File: config.mk
export PLATFORM = sky130hd
export DESIGN_NAME = boot_seq_flat
export DESIGN_NICKNAME = d
export VERILOG_FILES = /design/src/rtl/boot_seq_if.sv /design/src/rtl/boot_seq.sv /design/src/flat_wrapper.sv
export SDC_FILE = /design/constraint.sdc
export NUM_CORES = 1
export LEC_CHECK = 0
export ABC_AREA = 1
export CAP_MARGIN = 20
export CORE_MARGIN = 4
export CORE_UTILIZATION = 49
export CTS_CLUSTER_SIZE = 12
export DETAILED_ROUTE_END_ITERATION = 7
export PLACE_DENSITY = 0.87
export SLEW_MARGIN = 5
export SYNTH_ARGS = -nofsm -noshare
export SYNTH_HDL_FRONTEND = slang
export SYNTH_SLANG_ARGS = --single-unit
File: constraint.sdc
create_clock -name clock -period 4.5 [get_ports clock]
set_input_delay 1.125 -clock clock [delete_from_list [all_inputs] [get_ports clock]]
set_output_delay 1.125 -clock clock [all_outputs]
set_load 0.005 [all_outputs]
File: src/rtl/boot_seq_if.sv
// Program word stream from the host into the boot sequencer.
// The host drives valid/data; the sequencer returns ready.
interface boot_seq_if;
    logic        in_valid;
    logic [31:0] in_data;
    logic        in_ready;

    modport master (
        output in_valid,
        output in_data,
        input  in_ready
    );

    modport slave (
        input  in_valid,
        input  in_data,
        output in_ready
    );
endinterface

File: src/rtl/boot_seq.sv
// Boot sequencer: streams a program into instruction memory through the
// core's load port, then enables the core for a bounded or halted run.
module boot_seq #(
    parameter int DEPTH = 16
) (
    input  logic        clock,
    input  logic        reset,
    input  logic        start,
    input  logic        abort,
    input  logic [7:0]  len,
    input  logic [15:0] run_len,
    boot_seq_if.slave   s_in,
    input  logic        halt,
    output logic [31:0] mem_addr,
    output logic        mem_wr,
    output logic [31:0] mem_wdata,
    output logic        working,
    output logic        busy,
    output logic        done,
    output logic        err
);

    typedef enum logic [2:0] {
        S_IDLE,
        S_LOAD,
        S_FLUSH,
        S_SETTLE,
        S_RUN,
        S_DONE
    } state_t;

    localparam logic [8:0] LEN_MAX = 9'(DEPTH);

    state_t      r_state;
    state_t      w_next;

    logic [7:0]  r_len;
    logic [15:0] r_run_len;
    logic [7:0]  r_wc;
    logic [15:0] r_rc;
    logic        r_in_ready;
    logic [31:0] r_mem_addr;
    logic        r_mem_wr;
    logic [31:0] r_mem_wdata;
    logic        r_working;
    logic        r_done;
    logic        r_err;

    logic [7:0]  w_wc;
    logic [15:0] w_rc;
    logic        w_in_ready;
    logic [31:0] w_mem_addr;
    logic        w_mem_wr;
    logic [31:0] w_mem_wdata;
    logic        w_working;
    logic        w_done;
    logic        w_err;

    logic        w_len_ok;
    logic        w_accept;
    logic        w_xfer;
    logic        w_last;
    logic        w_run_end;

    assign w_len_ok  = (len != 8'd0) && ({1'b0, len} <= LEN_MAX);
    assign w_accept  = (r_state == S_IDLE) && start && w_len_ok;
    assign w_xfer    = (r_state == S_LOAD) && s_in.in_valid && r_in_ready;
    assign w_last    = w_xfer && (r_wc == (r_len - 8'd1));
    assign w_run_end = halt
                     || ((r_run_len != 16'd0)
                         && (r_rc == (r_run_len - 16'd1)));

    always_ff @(posedge clock or posedge reset) begin
        if (reset) begin
            r_state     <= S_IDLE;
            r_len       <= 8'd0;
            r_run_len   <= 16'd0;
            r_wc        <= 8'd0;
            r_rc        <= 16'd0;
            r_in_ready  <= 1'b0;
            r_mem_addr  <= 32'd0;
            r_mem_wr    <= 1'b0;
            r_mem_wdata <= 32'd0;
            r_working   <= 1'b0;
            r_done      <= 1'b0;
            r_err       <= 1'b0;
        end else begin
            r_state     <= w_next;
            r_wc        <= w_wc;
            r_rc        <= w_rc;
            r_in_ready  <= w_in_ready;
            r_mem_addr  <= w_mem_addr;
            r_mem_wr    <= w_mem_wr;
            r_mem_wdata <= w_mem_wdata;
            r_working   <= w_working;
            r_done      <= w_done;
            r_err       <= w_err;
            if (w_accept) begin
                r_len     <= len;
                r_run_len <= run_len;
            end
        end
    end

    // abort outranks every other transition, including halt and the last word
    always_comb begin
        w_next = r_state;
        if (abort && (r_state != S_IDLE)) begin
            w_next = S_IDLE;
        end else begin
            unique case (r_state)
                S_IDLE:   if (w_accept) w_next = S_LOAD;
                S_LOAD:   if (w_last) w_next = S_FLUSH;
                S_FLUSH:  w_next = S_SETTLE;
                S_SETTLE: w_next = S_RUN;
                S_RUN:    if (w_run_end) w_next = S_DONE;
                S_DONE:   w_next = S_IDLE;
                default:  w_next = S_IDLE;
            endcase
        end
    end

    // Registered outputs are decoded from the state being entered.
    always_comb begin
        w_in_ready  = (w_next == S_LOAD);
        w_working   = (w_next == S_RUN);
        w_done      = (w_next == S_DONE);
        w_mem_wr    = 1'b0;
        w_mem_addr  = r_mem_addr;
        w_mem_wdata = r_mem_wdata;
        w_wc        = r_wc;
        w_rc        = r_rc;
        w_err       = r_err;
        if ((r_state == S_IDLE) && start) begin
            w_err = !w_len_ok;
            w_wc  = 8'd0;
        end
        if (w_xfer && !abort) begin
            w_mem_wr    = 1'b1;
            w_mem_addr  = {24'd0, r_wc};
            w_mem_wdata = s_in.in_data;
            w_wc        = r_wc + 8'd1;
        end
        if ((r_state == S_FLUSH) && !abort) begin
            w_mem_addr  = 32'd0;
            w_mem_wdata = 32'd0;
        end
        if (r_state == S_SETTLE) begin
            w_rc = 16'd0;
        end else if (r_state == S_RUN) begin
            w_rc = r_rc + 16'd1;
        end
    end

    assign s_in.in_ready = r_in_ready;
    assign mem_addr      = r_mem_addr;
    assign mem_wr        = r_mem_wr;
    assign mem_wdata     = r_mem_wdata;
    assign working       = r_working;
    assign done          = r_done;
    assign err           = r_err;
    assign busy          = (r_state != S_IDLE);

endmodule

File: src/flat_wrapper.sv
// flat-port wrapper written by rule: the top's interface ports become plain ports
module boot_seq_flat 
#(
    parameter int DEPTH = 16
)
  (clock, reset, start, abort, len, run_len, halt, mem_addr, mem_wr, mem_wdata, working, busy, done, err, s_in_in_valid, s_in_in_data, s_in_in_ready);
  boot_seq_if s_in_i ();
  input  logic clock;
  input  logic reset;
  input  logic start;
  input  logic abort;
  input  logic [7:0] len;
  input  logic [15:0] run_len;
  input  logic halt;
  output logic [31:0] mem_addr;
  output logic mem_wr;
  output logic [31:0] mem_wdata;
  output logic working;
  output logic busy;
  output logic done;
  output logic err;
  input wire logic [$bits(s_in_i.in_valid)-1:0] s_in_in_valid;
  input wire logic [$bits(s_in_i.in_data)-1:0] s_in_in_data;
  output wire logic [$bits(s_in_i.in_ready)-1:0] s_in_in_ready;
  assign s_in_i.in_valid = s_in_in_valid;
  assign s_in_i.in_data = s_in_in_data;
  assign s_in_in_ready = s_in_i.in_ready;
  boot_seq #(.DEPTH(DEPTH)) u_core (.clock(clock), .reset(reset), .start(start), .abort(abort), .len(len), .run_len(run_len), .s_in(s_in_i), .halt(halt), .mem_addr(mem_addr), .mem_wr(mem_wr), .mem_wdata(mem_wdata), .working(working), .busy(busy), .done(done), .err(err));
endmodule
# --- After elaboration in Yosys (flattened, before gate mapping) ---
# Index checks and enable logic that the tools add are counted.
totals:
  output_inout_bits: 70
  input_bits: 62
  elab_cells: 60
  register_bits: 120
op_classes:
  n_lt_le_gt_ge: 1
  reduce_logical: 20
  mux: 14
  n_eq_ne: 9
  addsub: 4
ops:
  columns: ["operator", "count"]
  rows:
  - ["2-to-1 mux 32 bit", 4]
  - ["2-to-1 mux 16 bit", 2]
  - ["adder 16 x 1 -> 16 bit, second input constant", 1]
  - ["== test 16 bit", 1]
  - ["2-to-1 mux 8 bit", 2]
  - ["nonzero test 16 bit", 1]
  - ["subtractor 16 x 1 -> 16 bit, second input constant", 1]
  - ["one-hot mux 3 bit (5 select lines)", 1]
  - ["2-to-1 mux 3 bit", 4]
  - ["logical AND 1 bit", 10]
  - ["== test 3 bit, second input constant", 3]
  - ["adder 8 x 1 -> 8 bit, second input constant", 1]
  - ["== test 8 bit", 1]
  - ["<= comparator 8 x 5 -> 1 bit, second input constant", 1]
  - ["nonzero test 8 bit", 1]
  - ["subtractor 8 x 1 -> 8 bit, second input constant", 1]
  - ["== test 3 x 1 -> 1 bit, second input constant", 2]
  - ["== test 3 x 2 -> 1 bit, second input constant", 2]
  - ["nonzero test 2 bit", 3]
  - ["zero test 3 bit", 1]
  - ["nonzero test 3 bit", 1]
  - ["zero test 1 bit", 2]
  - ["logical OR 1 bit", 1]
  - ["2-to-1 mux 1 bit", 1]

# --- Logic depth before layout (Yosys ltp) ---
logic_depth:
  word_depth: 8
  mapped_depth: 18
  mapped_depth_nobuf: 18

# --- Worst setup path before layout ---
# Ideal clock, no wire load.
synth_path:
  path_type: "input to register"
  startpoint: "input len[0]"
  endpoint: "register u_core.r_in_ready, in the netlist u_core.s_in.in_ready"
  setup_time_ns: 0.122
  t_required_ns: 4.378
  path_slack_ns: 2.212
  arrival_ns: 2.165
  path_buffers: 0
  stages: 10
  path_cell_list: "nor4_1 nor2_1 nand2_1 nand2_1 inv_2 nand2_1 a21oi_1 nand2_1 nand3_1 nor2_1"
synth_between:
  elab_chain_cells: 7
  elab_cells_between_ends: 8
  cone_classes: "1 x order compare; 1 x eq/ne; 3 x mux; 3 x reduce/logical"
synth_lines:
  columns: ["item", "line_no", "text"]
  rows:
  - ["start: declaration", "flat_wrapper.sv:12", "input logic [7:0] len;"]
  - ["<= comparator 8 x 5 -> 1 bit / nonzero test 8 bit (equally long branches)", "boot_seq.sv:65", "assign w_len_ok = (len != 8'd0) && ({1'b0, len} <= LEN_MAX);"]
  - ["logical AND 1 bit *", "boot_seq.sv:65", null]
  - ["logical AND 1 bit *", "boot_seq.sv:66", "assign w_accept = (r_state == S_IDLE) && start && w_len_ok;"]
  - ["2-to-1 mux 3 bit *", "boot_seq.sv:112", "S_IDLE: if (w_accept) w_next = S_LOAD;"]
  - ["one-hot mux 3 bit (5 select lines) *", "boot_seq.sv:111", "unique case (r_state)"]
  - ["2-to-1 mux 3 bit *", "boot_seq.sv:108", "if (abort && (r_state != S_IDLE)) begin"]
  - ["== test 3 x 1 -> 1 bit *", "boot_seq.sv:125", "w_in_ready = (w_next == S_LOAD);"]
  - ["via u_core.w_in_ready", "boot_seq.sv:51", "logic w_in_ready;"]
  - ["end signal: assignment", "boot_seq.sv:91", "r_in_ready <= w_in_ready;"]
  - ["end: declaration", "boot_seq.sv:41", "logic r_in_ready;"]
# Mark *: on every way through the listed nets, which the timed path passes. The rest lies on a longest branch.
# A chain may end at the register's enable or synchronous reset.

# --- Worst setup path after layout ---
layout_path:
  startpoint: "register u_core.r_state[0]"
  endpoint: "output busy"
layout_between:
  elab_chain_cells: 1
layout_lines:
  columns: ["item", "line_no", "text"]
  rows:
  - ["start: declaration", "boot_seq.sv:34", "state_t r_state;"]
  - ["start signal: assignment", "boot_seq.sv:88", "r_state <= w_next;"]
  - ["nonzero test 3 bit", "boot_seq.sv:162", "assign busy = (r_state != S_IDLE);"]
  - ["end: declaration", "flat_wrapper.sv:19", "output logic busy;"]
# No other way between the ends.

==> results.tsv <==
metric	value	unit
status	finished clean	
antenna_found_initial	0	
clkSinkCount	96	
clk-insertion-delay-late	370	ps
gp_congestion	0.854	
slew_headroom	38.1	%
htree_levels	3	
clock-root-buffer	clkbuf_8	
whs_path_depth	2	
drcViolationCount	0	
period_needed	2790	ps
hold_end	u_core.mem_wdata[7]	
drive_above_1_share	7.34	%
nNetsFinal	824	
drt-initial-drc-count	231	
die_x	110	µm
vias	4576	
ctsResizeCount	0	
synthCells	653	
syn_to_final_growth	25.3	%
synth.top_cell.area_share	47.2	%
hold_violations	0	
post-cts-setup-buffers	0	
synth.most_common_cell	nand2_1	
gr-total-overflow	0	
ctsHoldBuffers	0	
synth_seq_cells	96	
tritoncts	done	
coreArea	9950	µm²
ant_nets	0	
grt_max_degree	56	
worst_pin_slew	928	ps
port_buffers	107	
die_h	110	µm
initial_utilization	51.2	%
total_leakage_power	3.15	nW
worstHoldStart	u_core.mem_wdata[7]	
worstSetupPathType	reg2out	
reg2regPathDepth	7	
cts_made_buffers	9	
synthArstFlopShare	100	%
yosysTopAreaCell	dfrtp_1	
post-dp-hpwl	9.63	mm
syn_area	5090	µm²
worstReg2RegEnd	u_core.r_wc[6]	
dieArea	12100	µm²
worst-path-max-fanout	3	
cp-end-kind	output port	
cts_buffer_depth	2	
yosysWarnings	0	
ios	132	
ir_drop	0.258	mV
drv_slew	0	
cp.arrival	1670	ps
pre_cts_ws	1520	ps
grt_pass1_vias	4537	
grtUsageTotal	22.0	%
critPathLaunchType	flop	
post_drt_via_cell_ratio	5.11	
timing.fmax	358	MHz
ys_types	38	
n_antenna_cell	0	
setup_viol	0	
synth_edf_count	0	
rsz0062_at_grt	false	
reg2reg_from	u_core.r_state[2]	
tns	0	ps
synthTopCellsByArea	dfrtp_1 47%, nand2_1 13%, nand3_1 6.7%, inv_1 4.6%, buf_4 4.0%	
synthFlopType	dfrtp_1	
path_clk_slew	100	ps
power.density	436	nW/µm²
fin_skew	13.5	ps
avgRoutedWirePerCell	14.1	µm
holdCritPathClass	reg2reg	
synth_common_cells	182 x nand2_1, 96 x dfrtp_1, 68 x nand3_1, 63 x inv_1, 53 x nor2_1	
setup_ws	1710	ps
syn_area_per_cell	7.80	µm²
fp-row-count	36	
drv_cap	0	
holdWs	506	ps
cp.required	3380	ps
grt_pass1_wl	20.8	mm
ys_seq_area_share	47.2	%
r2r_slack	2360	ps
drt_first_pass_iters	5	
fin_crit_sh	62.1	%
routed_wl	12.6	mm
report_power, final:
part           switching, W  total, W  internal (W)
clock network      0.000317  0.000537      0.000221
registers          0.000169   0.00123       0.00106
logic              0.000522   0.00101      0.000491
critical path: stages, from the launching register on:
cell,delay [ps]
dfrtp_1,410
inv_2,90
nand2_2,100
nor2_2,200
inv_1,60
clkdlybuf4s50_1,440
routing by layer:
layer  vias to the layer above  global-route usage [%]  share of wire (%)
li1                       2232                       -                  -
met1                      2155                    26.4                 40
met2                       170                    37.4                 50
met3                        19                    7.05                8.0
met4                         0                    7.48                1.7
met5                         -                       0                  0
worst max path at each step:
stage                           start                    to  slack (ps)  cells past startpoint
floorplan                       reset           u_core.done         870                      1
global placement               len[0]  u_core.s_in.in_ready        1620                     11
detailed placement      s_in_in_valid        u_core.r_wc[3]        1520                      6
CTS                 u_core.r_state[0]                  busy        1670                      5
global route        u_core.r_state[0]                  busy        1590                      5
finish              u_core.r_state[0]                  busy        1710                      5
cell families after synthesis:
| kind of cell | count (synthesis) | synth area share [%] |
|---|---|---|
| AND/OR/NAND/NOR | 344 | 30.0 |
| adder cells (fa/ha/maj) | 4 | 0.983 |
| other | 1 | 0.0736 |
| XOR/XNOR | 24 | 4.13 |
| flip-flops | 96 | 47.2 |
| multiplexers | 1 | 0.197 |
| AO/OA/AOI/OAI | 65 | 6.66 |
| buffers and inverters | 118 | 10.8 |
registers in the layout (all words and copies together), names as in the netlist:
name	count
u_core.r_run_len	16
u_core.mem_wr	1
u_core.r_rc	16
u_core.s_in.in_ready	1
u_core.r_state	3
u_core.r_len	8
u_core.mem_addr	8
u_core.r_wc	8
u_core.done	1
u_core.mem_wdata	32
u_core.working	1
u_core.err	1
layout by cell type, fill, tap and decap left out, types with 7 or more instances in the layout:
cell and n:
nand2_1 182, clkdlybuf4s50_1 107, dfrtp_1 96, nand3_1 68
inv_1 62, nor2_1 52, o21ai_0 25, conb_1 24
o21ai_1 20, xor2_1 17, a21oi_1 14, inv_2 13
clkbuf_8 10, nor2_2 7, xnor2_1 7
metrics by stage:
stage / total power (W) / cells / utilization (%) / cell area [µm²]
floorplan: 0.00183 / 676 / - / 5180
global placement: 0.00221 / 880 / 62.3 / 6200
detailed placement: 0.00225 / 880 / 62.3 / 6200
CTS: 0.00280 / 896 / 64.1 / 6380
global route: 0.00299 / 896 / 64.1 / 6380
finish: 0.00278 / 896 / 64.1 / 6380
area by class of cell:
class | count | area [µm²]
clock inverters | 5 | 41.3
clock buffers | 11 | 141
inverters | 77 | 290
well taps | 133 | 166
flip-flops and latches | 96 | 2400
repair buffers | 112 | 1110
fillers | 857 | 3570
multi-input cells | 462 | 2230
(Power assumes the default switching activity.)
